===== src/rtl/ram_seq_master.sv =====
// Host-side sequencer for a 16x8 synchronous single-port RAM.
// Runs single/burst reads and writes and returns read beats with the RAM latency hidden.
module ram_seq_master #(
  parameter int AW = 4,
  parameter int DW = 8
) (
  input  logic          clk,
  input  logic          rst,
  input  logic          cmd_valid,
  output logic          cmd_ready,
  input  logic [1:0]    cmd_op,
  input  logic [AW-1:0] cmd_addr,
  input  logic [AW-1:0] cmd_len,
  input  logic [DW-1:0] cmd_data,
  output logic          mem_we,
  output logic [AW-1:0] mem_addr,
  output logic [DW-1:0] mem_wdata,
  input  logic [DW-1:0] mem_rdata,
  output logic          rsp_valid,
  output logic [DW-1:0] rsp_data,
  output logic [AW-1:0] rsp_addr,
  output logic          rsp_last,
  output logic          done
);

  typedef enum logic [1:0] {
    IDLE    = 2'd0,
    WR      = 2'd1,
    RD      = 2'd2,
    RD_LAST = 2'd3
  } state_t;

  state_t        r_state;
  logic [AW-1:0] r_len;
  logic [AW-1:0] r_cnt;
  logic          r_memWe;
  logic [AW-1:0] r_memAddr;
  logic [DW-1:0] r_wdata;
  logic          r_rspValid;
  logic [AW-1:0] r_rspAddr;
  logic          r_rspLast;
  logic          r_done;

  state_t        w_stateNext;
  logic [AW-1:0] w_lenNext;
  logic [AW-1:0] w_cntNext;
  logic          w_memWeNext;
  logic [AW-1:0] w_memAddrNext;
  logic [DW-1:0] w_wdataNext;
  logic          w_rspValidNext;
  logic [AW-1:0] w_rspAddrNext;
  logic          w_rspLastNext;
  logic          w_doneNext;

  logic w_accept;
  logic w_isWrite;
  logic w_isBurst;
  logic w_lastBeat;

  // Ops 01 (write) and 10 (fill) store; bit 1 selects the burst forms.
  assign w_accept   = cmd_valid && (r_state == IDLE);
  assign w_isWrite  = cmd_op[1] ^ cmd_op[0];
  assign w_isBurst  = cmd_op[1];
  assign w_lastBeat = (r_cnt == r_len);

  always_ff @(posedge clk or posedge rst) begin
    if (rst) begin
      r_state    <= IDLE;
      r_len      <= '0;
      r_cnt      <= '0;
      r_memWe    <= 1'b0;
      r_memAddr  <= '0;
      r_wdata    <= '0;
      r_rspValid <= 1'b0;
      r_rspAddr  <= '0;
      r_rspLast  <= 1'b0;
      r_done     <= 1'b0;
    end else begin
      r_state    <= w_stateNext;
      r_len      <= w_lenNext;
      r_cnt      <= w_cntNext;
      r_memWe    <= w_memWeNext;
      r_memAddr  <= w_memAddrNext;
      r_wdata    <= w_wdataNext;
      r_rspValid <= w_rspValidNext;
      r_rspAddr  <= w_rspAddrNext;
      r_rspLast  <= w_rspLastNext;
      r_done     <= w_doneNext;
    end
  end

  always_comb begin
    w_stateNext    = r_state;
    w_lenNext      = r_len;
    w_cntNext      = r_cnt;
    w_memWeNext    = r_memWe;
    w_memAddrNext  = r_memAddr;
    w_wdataNext    = r_wdata;
    w_rspValidNext = 1'b0;
    w_rspAddrNext  = r_rspAddr;
    w_rspLastNext  = 1'b0;
    w_doneNext     = 1'b0;

    case (r_state)
      IDLE: begin
        w_memWeNext = 1'b0;
        if (w_accept) begin
          w_lenNext     = w_isBurst ? cmd_len : '0;
          w_cntNext     = '0;
          w_memAddrNext = cmd_addr;
          w_memWeNext   = w_isWrite;
          w_wdataNext   = cmd_data;
          w_stateNext   = w_isWrite ? WR : RD;
        end
      end
      WR: begin
        if (w_lastBeat) begin
          w_memWeNext = 1'b0;
          w_doneNext  = 1'b0 | 1'b1;
          w_stateNext = IDLE;
        end else begin
          w_cntNext     = r_cnt + AW'(1);
          w_memAddrNext = r_memAddr + AW'(1);
        end
      end
      RD: begin
        // The RAM returns data for the address presented last cycle, so each beat trails its address by one edge.
        w_rspValidNext = 1'b1;
        w_rspAddrNext  = r_memAddr;
        if (w_lastBeat) begin
          w_rspLastNext = 1'b1;
          w_stateNext   = RD_LAST;
        end else begin
          w_cntNext     = r_cnt + AW'(1);
          w_memAddrNext = r_memAddr + AW'(1);
        end
      end
      RD_LAST: begin
        w_doneNext  = 1'b1;
        w_stateNext = IDLE;
      end
      default: begin
        w_stateNext = IDLE;
        w_memWeNext = 1'b0;
      end
    endcase
  end

  assign cmd_ready = (r_state == IDLE);
  assign mem_we    = r_memWe;
  assign mem_addr  = r_memAddr;
  assign mem_wdata = r_wdata;
  assign rsp_valid = r_rspValid;
  assign rsp_data  = mem_rdata;
  assign rsp_addr  = r_rspAddr;
  assign rsp_last  = r_rspLast;
  assign done      = r_done;

endmodule


===== config.mk =====
export PLATFORM = sky130hd
export DESIGN_NAME = ram_seq_master
export DESIGN_NICKNAME = d
export VERILOG_FILES = /design/src/rtl/ram_seq_master.sv
export SDC_FILE = /design/constraint.sdc
export NUM_CORES = 1
export LEC_CHECK = 0
export ABC_CLOCK_PERIOD_IN_PS = 4900
export CAP_MARGIN = 20
export CORE_MARGIN = 2
export CORE_UTILIZATION = 38
export CTS_CLUSTER_SIZE = 30
export DETAILED_ROUTE_END_ITERATION = 8
export GPL_TIMING_DRIVEN = 0
export PLACE_DENSITY = 0.71
export SLEW_MARGIN = 25
export SYNTH_ARGS = -nofsm -noshare
export SYNTH_HDL_FRONTEND = slang
export SYNTH_SLANG_ARGS = --single-unit

===== constraint.sdc =====
create_clock -name clk -period 4.9 [get_ports clk]
set_clock_uncertainty 0.15 [all_clocks]
set_input_delay 0.98 -clock clk [delete_from_list [all_inputs] [get_ports clk]]
set_output_delay 0.98 -clock clk [all_outputs]
set_load 0.05 [all_outputs]

==> flow_summary.json <==
{
  "outcome": "complete, no violations",
  "first_iter_violations": 56,
  "period_share": 0.641,
  "max-vdd-ir-drop_v": 0.000409,
  "fillers": 346,
  "hold_violations": 0,
  "synth_top_area_cell": "dfrtp_1",
  "cts_setup_buffers": 0,
  "path_buf_inv": 2,
  "max-slew-margin-rel": 0.592,
  "crit_path_top_delay_cell": "clkdlybuf4s50_1",
  "core_um2": 3940,
  "max_freq_mhz": 318,
  "syn_inst": 137,
  "clkLatencyLatePin_ns": 0.27,
  "crit_type": "reg -> out",
  "n_antenna_cell": 0,
  "preCtsSetupSlack_ns": 1.91,
  "routed_wirelength_um": 3130,
  "hp-class": "reg -> reg",
  "port_buffers": 49,
  "via_count": 1221,
  "synth-seq-cells": 30,
  "fp.dieW_um": 67.4,
  "synth.top_cell.area_share": 0.491,
  "die_h_um": 67.4,
  "arrival_ns": 2.01,
  "max_stage_delay_ns": 0.87,
  "cts_made_buffers": 5,
  "netlist_area_um2": 1530,
  "drcViolationCount": 0,
  "clk_pin_slew_ns": 0.06,
  "antenna_found_initial": 0,
  "final_cells": 244,
  "cts_hold_buf": 0,
  "dp_hpwl_um": 2430,
  "netlist_top_cells_area": "dfrtp_1 (49%), mux2_2 (9.6%), ha_1 (5.7%), buf_4 (3.9%), xnor2_1 (2.9%)",
  "powerDensity_nw_per_um2": 779,
  "worst_pin_slew_ns": 0.611,
  "setup_viol": 0,
  "critPathRequiredTime_ns": 3.77,
  "drv_cap": 0,
  "rows": 23,
  "synth-edff-count": 0,
  "crit_family": "buffers and inverters",
  "grt_pass1_wl_um": 5360,
  "crit_fanout": 5,
  "grt_util_all_layers": 0.158,
  "dieArea_um2": 4550,
  "area_delta_synth_final_pct": 42.1,
  "grt_overflow_total": 0,
  "start_util": 0.388,
  "place_inst": 236,
  "ys_seq_area_frac": 0.491,
  "r2r_slack_ns": 2.86,
  "crit_chain": "inv_1 -> ha_1 -> clkdlybuf4s50_1",
  "viasPerCell": 5.00,
  "setup.worst_path.end_class": "output port",
  "cts_tree": "done",
  "placed_area_um2": 2080,
  "routabilityCongestion": 0.752,
  "syn_area_per_cell_um2": 11.2,
  "finalSetupTns_ns": 0,
  "yosys_warnings": 0,
  "async_reset_ff_frac": 1.00,
  "leakagePower_nw": 0.945,
  "syn_nets": 173,
  "period_needed_ns": 3.14,
  "ys_types": 33,
  "synth_common_cells": "dfrtp_1 (30), mux2_2 (13), nand2_1 (10), nor2_1 (9), buf_4 (8)",
  "htreeDepth": 2,
  "synth_ff_type": "dfrtp_1",
  "grt_max_degree": 31,
  "cts-resized-gates": 0,
  "first_global_vias": 1245,
  "nNetsFinal": 229,
  "fin_area_um2": 2170,
  "layout_setup_ws_ns": 1.76,
  "cts-root-buf": "clkbuf_8",
  "firstDrtPassIters": 4,
  "routedWlPerCell_um": 12.8,
  "cts_buffer_depth": 2,
  "start_kind": "flip-flop",
  "rsz0062_at_grt": "false",
  "yosysMostFrequentCell": "dfrtp_1",
  "postRouteAntennaNets": 0,
  "whs_ns": 0.353,
  "slew_viol_final": 0,
  "io_pins": 58,
  "drive_above_1_share": 0.206,
  "cts_sinks": 30
}
-- where the power goes --
group	switching, W	internal (W)
clock network	0.0000859	0.000113
registers	0.0000779	0.000359
logic	0.000636	0.000422
total	0.000799	0.000893
-- cell type report --
class	instances	area, µm²	share of cell area
Buffer	13	82.6	0.0380
Clock buffer	7	86.3	0.0397
Clock inverter	1	5.00	0.00230
Inverter	7	26.3	0.0121
Multi-Input combinational cell	87	669	0.308
Sequential cell	30	751	0.345
Tap cell	50	62.6	0.0288
Timing Repair Buffer	49	490	0.226
-- layout by cell type, fill, tap and decap left out, types with 2 or more instances in the layout --
master	synthesis	final
a21oi_1	7	7
a31oi_1	3	3
buf_2	3	3
buf_4	8	8
clkbuf_1	2	3
clkbuf_8	0	6
clkdlybuf4s50_1	0	49
dfrtp_1	30	30
ha_1	7	7
inv_1	7	6
mux2_2	13	13
mux2i_1	3	3
nand2_1	10	10
nand3_1	5	5
nor2_1	9	9
o21ai_0	6	6
o22a_1	2	2
xnor2_1	5	5
-- worst register-to-register path, delay by kind of cell (launching register included) --
kind                     cells  cell delay (ns)
AND/OR/NAND/NOR              3             0.49
flip-flops                   1             0.39
multiplexers                 1             0.34
buffers and inverters        2             0.30
adder cells (fa/ha/maj)      1             0.29
-- cells by family (layout without fill, tap and decap cells) --
family          Yosys count  count (layout)  share of synthesized area
compound gates           25              25                      0.110
xor+xnor                  5               5                     0.0286
fa+ha+maj                 7               7                     0.0573
buf+inv                  20              77                     0.0712
flops                    30              30                      0.491
mux                      18              18                      0.140
simple gates             32              32                      0.101
-- registers in the layout, indices dropped and copies added (netlist names) --
name	cells
mem_wdata	8
mem_addr	4
r_cnt	4
r_len	4
rsp_addr	4
r_state	2
done	1
mem_we	1
rsp_last	1
rsp_valid	1
-- per-stage QoR --
| step | utilization | power [W] |
|---|---|---|
| final | 0.551 | 0.00169 |
| after global routing | 0.551 | 0.00182 |
| after CTS | 0.551 | 0.00171 |
| after detailed placement | 0.528 | 0.00150 |
| after global placement | 0.528 | 0.00147 |
| after floorplan | - | 0.00121 |
-- worst paths after layout --
kind / start / end / cells past startpoint
setup / recovery: r_state[0]$_DFFE_PP0P_ / cmd_ready / 3
setup reg to reg: r_state[0]$_DFFE_PP0P_ / r_cnt[3]$_DFFE_PP0P_ / 7
max in group asynchronous: rst / rsp_addr[2]$_DFFE_PP0P_ / 2
hold / removal: r_len[3]$_DFFE_PP0P_ / r_len[3]$_DFFE_PP0P_ / 2
hold reg to reg: r_len[3]$_DFFE_PP0P_ / r_len[3]$_DFFE_PP0P_ / 2
min in group asynchronous: rst / mem_wdata[2]$_DFFE_PP0P_ / 2
-- per-layer routing --
| layer | share of wire | vias up | GRT usage |
|---|---|---|---|
| met2 | 0.47 | 54 | 0.254 |
| li1 | - | 579 | - |
| met3 | 0.089 | 6 | 0.0600 |
| met4 | 0.013 | 0 | 0.0689 |
| met1 | 0.43 | 582 | 0.189 |
| met5 | 0 | - | 0 |
(Power assumes the default switching activity.)
